===== config.mk =====
export PLATFORM = sky130hd
export DESIGN_NAME = serial_alu_seq
export DESIGN_NICKNAME = d
export VERILOG_FILES = /design/src/rtl/alu_pkg.sv /design/src/rtl/ALU_1BIT.sv /design/src/rtl/serial_alu_seq.sv
export SDC_FILE = /design/constraint.sdc
export NUM_CORES = 1
export LEC_CHECK = 0
export ABC_AREA = 1
export ABC_CLOCK_PERIOD_IN_PS = 1800
export CAP_MARGIN = 20
export CORE_MARGIN = 2
export CORE_UTILIZATION = 47
export CTS_BUF_LIST = sky130_fd_sc_hd__clkbuf_8 sky130_fd_sc_hd__clkbuf_16
export DETAILED_ROUTE_END_ITERATION = 6
export PLACE_DENSITY = 0.77
export RECOVER_POWER = 50
export SLEW_MARGIN = 20
export SYNTH_ARGS = -nofsm -noshare
export SYNTH_HDL_FRONTEND = slang
export SYNTH_SLANG_ARGS = --single-unit
export TNS_END_PERCENT = 50

===== constraint.sdc =====
create_clock -name clk -period 1.8 [get_ports clk]
set_input_delay 0.36 -clock clk [delete_from_list [all_inputs] [get_ports clk]]
set_output_delay 0.36 -clock clk [all_outputs]
set_load 0.01 [all_outputs]

===== src/rtl/alu_pkg.sv =====
// alu_pkg: op codes, alu_ctrl field positions and FSM encoding for the serial ALU.
package alu_pkg;
  localparam logic [2:0] OP_AND = 3'b000;
  localparam logic [2:0] OP_OR  = 3'b001;
  localparam logic [2:0] OP_ADD = 3'b010;
  localparam logic [2:0] OP_SLT = 3'b011;
  localparam logic [2:0] OP_XOR = 3'b100;
  localparam int CTRL_AINV = 4;
  localparam int CTRL_BINV = 3;
  typedef enum logic [1:0] {ST_IDLE, ST_RUN, ST_DONE} state_e;
endpackage


===== src/rtl/ALU_1BIT.sv =====
// ALU_1BIT: one-bit ALU slice with operand inversion, full adder and SLT less pass-through.
module ALU_1BIT
  import alu_pkg::*;
(
  input  logic       a_i,
  input  logic       b_i,
  input  logic       a_invert_i,
  input  logic       b_invert_i,
  input  logic       carry_in_i,
  input  logic       less_i,
  input  logic [2:0] operation_i,
  output logic       result_o,
  output logic       sum_o,
  output logic       carry_out_o
);
  logic aa, bb;
  assign aa = a_i ^ a_invert_i;
  assign bb = b_i ^ b_invert_i;
  assign sum_o = aa ^ bb ^ carry_in_i;
  assign carry_out_o = (aa & bb) | (aa & carry_in_i) | (bb & carry_in_i);
  always_comb begin
    result_o = operation_i == OP_AND ? aa & bb :
               operation_i == OP_OR  ? aa | bb :
               operation_i == OP_ADD ? sum_o :
               operation_i == OP_SLT ? less_i :
               operation_i == OP_XOR ? aa ^ bb : 1'b0;
  end
endmodule


===== src/rtl/serial_alu_seq.sv =====
// serial_alu_seq: bit-serial ALU sequencer driving one ALU_1BIT slice LSB-first over WIDTH cycles.
// SERIAL_ALU_OVF_EN enables signed overflow and the overflow-corrected SLT.
module serial_alu_seq
  import alu_pkg::*;
#(
  parameter int WIDTH = 24
) (
  input  logic             clk,
  input  logic             reset,
  input  logic             start,
  input  logic [WIDTH-1:0] a,
  input  logic [WIDTH-1:0] b,
  input  logic [4:0]       alu_ctrl,
  output logic             busy,
  output logic             done,
  output logic [WIDTH-1:0] result,
  output logic             zero,
  output logic             carry_out,
  output logic             overflow,
  output logic             op_err
);
  localparam int CNT_W = $clog2(WIDTH);
  state_e           state_q;
  logic [WIDTH-1:0] a_sr_q, b_sr_q, res_sr_q, result_d;
  logic [4:0]       ctrl_q;
  logic [CNT_W-1:0] cnt_q;
  logic             cy_q, s_res, s_sum, s_co, add_op, ill_op, ovf_d, set_d;
  ALU_1BIT u_slice (
    .a_i(a_sr_q[0]), .b_i(b_sr_q[0]),
    .a_invert_i(ctrl_q[CTRL_AINV]), .b_invert_i(ctrl_q[CTRL_BINV]),
    .carry_in_i(cy_q), .less_i(1'b0), .operation_i(ctrl_q[2:0]),
    .result_o(s_res), .sum_o(s_sum), .carry_out_o(s_co)
  );
  assign busy = state_q != ST_IDLE;
  assign done = state_q == ST_DONE;
  // Flag inputs below are only meaningful on the MSB step, where cy_q is the carry into the MSB.
  always_comb begin
    add_op = ctrl_q[2:0] == OP_ADD || ctrl_q[2:0] == OP_SLT;
    ill_op = ctrl_q[2:0] > OP_XOR;
`ifdef SERIAL_ALU_OVF_EN
    ovf_d = add_op ? cy_q ^ s_co : 1'b0;
    set_d = s_sum ^ ovf_d;
`else
    ovf_d = 1'b0;
    set_d = s_sum;
`endif
    result_d = ill_op ? '0 :
               ctrl_q[2:0] == OP_SLT ? {{(WIDTH-1){1'b0}}, set_d} :
               {s_res, res_sr_q[WIDTH-1:1]};
  end
  always_ff @(posedge clk) begin
    if (reset) begin
      state_q   <= ST_IDLE;
      a_sr_q    <= '0;
      b_sr_q    <= '0;
      res_sr_q  <= '0;
      ctrl_q    <= '0;
      cnt_q     <= '0;
      cy_q      <= 1'b0;
      result    <= '0;
      zero      <= 1'b0;
      carry_out <= 1'b0;
      overflow  <= 1'b0;
      op_err    <= 1'b0;
    end else begin
      case (state_q)
        ST_IDLE: if (start) begin
          a_sr_q  <= a;
          b_sr_q  <= b;
          ctrl_q  <= alu_ctrl;
          cy_q    <= alu_ctrl[CTRL_BINV];
          cnt_q   <= '0;
          state_q <= ST_RUN;
        end
        ST_RUN: begin
          a_sr_q   <= a_sr_q >> 1;
          b_sr_q   <= b_sr_q >> 1;
          res_sr_q <= {s_res, res_sr_q[WIDTH-1:1]};
          cy_q     <= s_co;
          cnt_q    <= cnt_q + 1'b1;
          if (cnt_q == CNT_W'(WIDTH-1)) begin
            state_q   <= ST_DONE;
            result    <= result_d;
            zero      <= result_d == '0;
            carry_out <= add_op && !ill_op ? s_co : 1'b0;
            overflow  <= ovf_d;
            op_err    <= ill_op;
          end
        end
        default: state_q <= ST_IDLE;
      endcase
    end
  end
endmodule


==> results.cfg <==
[timing]
worstMarginPinSlew_ps = 873
timing.fmax_mhz = 520
setup_violations = 2
min_period_ps = 1920
timing.final.crit_share = 1.07
finClkSkew_ps = 8.73
report.final.hold_viol_count = 0
slew_viol_final = 0
whs_ps = 471
slew_headroom = 0.418
setup_slack_ps = -124
rsz0062_at_grt = yes

[yosys]
synth_most_common_cell = nand2_1
syn_avg_cell_area_sq_um = 7.59
ys_ff_latch = 111
async_flop_share = 0
synth_commonest_cells = nand2_1, dfxtp_1, o21ai_0
syn_nets = 662
ys_seq_area_frac = 0.487
synth.top_cell.area_share = 0.487
ys_types = 27
ys_warn_count = 0
synth_area_leaders = dfxtp_1, nand2_1, o21ai_0
synth_edf_count = 0
synthFlopType = dfxtp_1
synth_top_area_cell = dfxtp_1
synth_area_sq_um = 4570
netlist_instances = 602

[clock_network]
cts_tree = yes
clk_latency_ps = 370
h-tree-depth = 3
cts_root_buf = clkbuf_8
clkTransAtPathRegs_ps = 100
cts_inserted_buffers = 9
numClockSinks = 111
hold_buffers = 0
clock_path_buffers = 2

[place]
dp.cells = 789
pre_cts_ws_ps = -81.5
place_area_sq_um = 5550
port_buffers = 84
hpwlAfterDp_mm = 7.05
gp_congestion = 0.804

[worst_setup_path]
critical_path.max_fanout = 2
arrival_ps = 2230
path_class = flop to flop
reg2reg_slack_ps = -120
start_kind = flop
worst_setup_path_end_kind = flop
required_ps = 2110

[global_routing]
overflow = 0
met2_usage = 0.356
grt_pass1_vias = 3937
track_usage = 0.208
grt_max_degree = 56
antenna_found_initial = 0
met3_usage = 0.0339
grt_most_used_layer = met2
grt_pass1_wl_mm = 17.6
use_met1 = 0.268

[die]
core-area_sq_um = 9330
die_y_um = 103
chipWidth_um = 103
start_util = 0.490
pin_count = 86
die_area_sq_um = 10500
row_count = 35

[drt]
antenna_left = 0
avgRoutedWirePerCell_um = 13.0
drt-total-wl_mm = 10.5
drt-pass1-iter-count = 5
drc_errors = 0
num_vias = 4299
vias_per_cell = 5.32
drt-initial-drc-count = 178

[pwr]
p_leak_uw = 0.00227
ir_worst_vdd_mv = 0.484
p_per_area_nw_per_um2 = 891

[layout]
fin_util = 0.616
fillers = 838
layoutNonFillerInstCount = 808
drive_above_1_share = 0.0663
design_area_sq_um = 5750
antenna_cells = 0
syn_to_final_growth_pct = 25.8
final_nets = 734

[status]
status = finished with violations
violations = setup timing

[worst_hold_path]
hold_path_class = flop to flop

[job]
cap_violations = 0
## final cells by class
cell class / instances / area, sq um / share of cell area
flip-flops and latches: 111 / 2220 / 0.387
multi-input cells: 418 / 2020 / 0.352
repair buffers: 107 / 1030 / 0.180
well taps: 129 / 161 / 0.0281
clock buffers: 10 / 138 / 0.0239
inverters: 27 / 101 / 0.0176
clock inverters: 6 / 68.8 / 0.0120
## logic make-up (layout without fill, tap and decap cells)
family                     count (synthesis)  after routing  share of synthesized area
DFF                                      111            111                      0.487
AOI/OAI and AO/OA                        206            206                      0.244
adders and majority gates                  4              4                     0.0126
other                                      1              1                   0.000821
xor gates and xnor gates                   2              2                    0.00384
and+or+nand+nor                          205            205                      0.179
buffers and inverters                     73            150                     0.0737
## placed cells by master (no fill, tap or decap), types with 2 or more instances in the layout
cell,netlist,layout
clkbuf_8,1,10
inv_1,25,25
nor2_1,68,69
o211ai_1,9,9
dfxtp_2,0,2
ha_1,3,3
clkbuf_1,25,3
a21oi_1,46,45
clkinv_4,0,2
dlygate4sd2_1,0,2
o21ai_1,23,20
buf_4,2,14
nand2_1,122,121
o21ai_0,80,82
a31oi_1,48,48
inv_2,2,2
dfxtp_1,111,109
buf_12,0,3
clkbuf_2,1,2
nand4_1,2,2
inv_6,0,2
nand3_1,10,9
clkdlybuf4s50_1,0,82
## worst max-delay path: stages (launching register included)
cell     delay, ps
dfxtp_2        350
xor2_1         180
inv_1           90
fa_1           520
inv_1           60
nand2_1         70
nand2_1         50
nand2_1         60
nand2_2         60
inv_2           70
nand3_2         60
nor2_1         110
nand3_1         80
a21oi_1        120
## flip-flops by register name, indices dropped and copies added, names as in the netlist
register	count
state_q	2
cnt_q	5
carry_out	1
res_sr_q	23
ctrl_q	5
cy_q	1
op_err	1
a_sr_q	24
zero	1
b_sr_q	24
result	24
## metrics by stage
step / setup TNS (ps) / power [uW]
2_1_floorplan: 0 / 3310
3_3_place_gp: 0 / 3570
3_5_place_dp: -81.5 / 3600
4_1_cts: -120 / 5150
5_1_grt: -2560 / 5360
6_report: -160 / 5120
## layer usage
| metal | share of wire | wire [um] |
|---|---|---|
| met1 | 0.45 | 4680 |
| met2 | 0.49 | 5100 |
| met3 | 0.052 | 548 |
| met4 | 0.017 | 175 |
| met5 | 0 | 0 |
## path summary, 6_finish.rpt
path,start,to,depth (start not counted)
min,b_sr_q[23],b_sr_q[23],2
max,ctrl_q[3],zero,13
min reg2reg,b_sr_q[23],b_sr_q[23],2
max reg2reg,ctrl_q[3],zero,13
## report_power, final
group	switching (uW)	leakage, uW	internal, uW	total, uW
Sequential	114	0.000913	2630	2750
Clock	860	0.000109	693	1550
Combinational	459	0.00125	362	821
Total	1430	0.00227	3690	5120
## timing repair
action / in CTS / in global routing
buffers inserted: 1 / 2
resized for setup: 7 / 4
setup endpoints to repair: 4 / 18
pin swaps: 1 / 3
(Power assumes the default switching activity.)
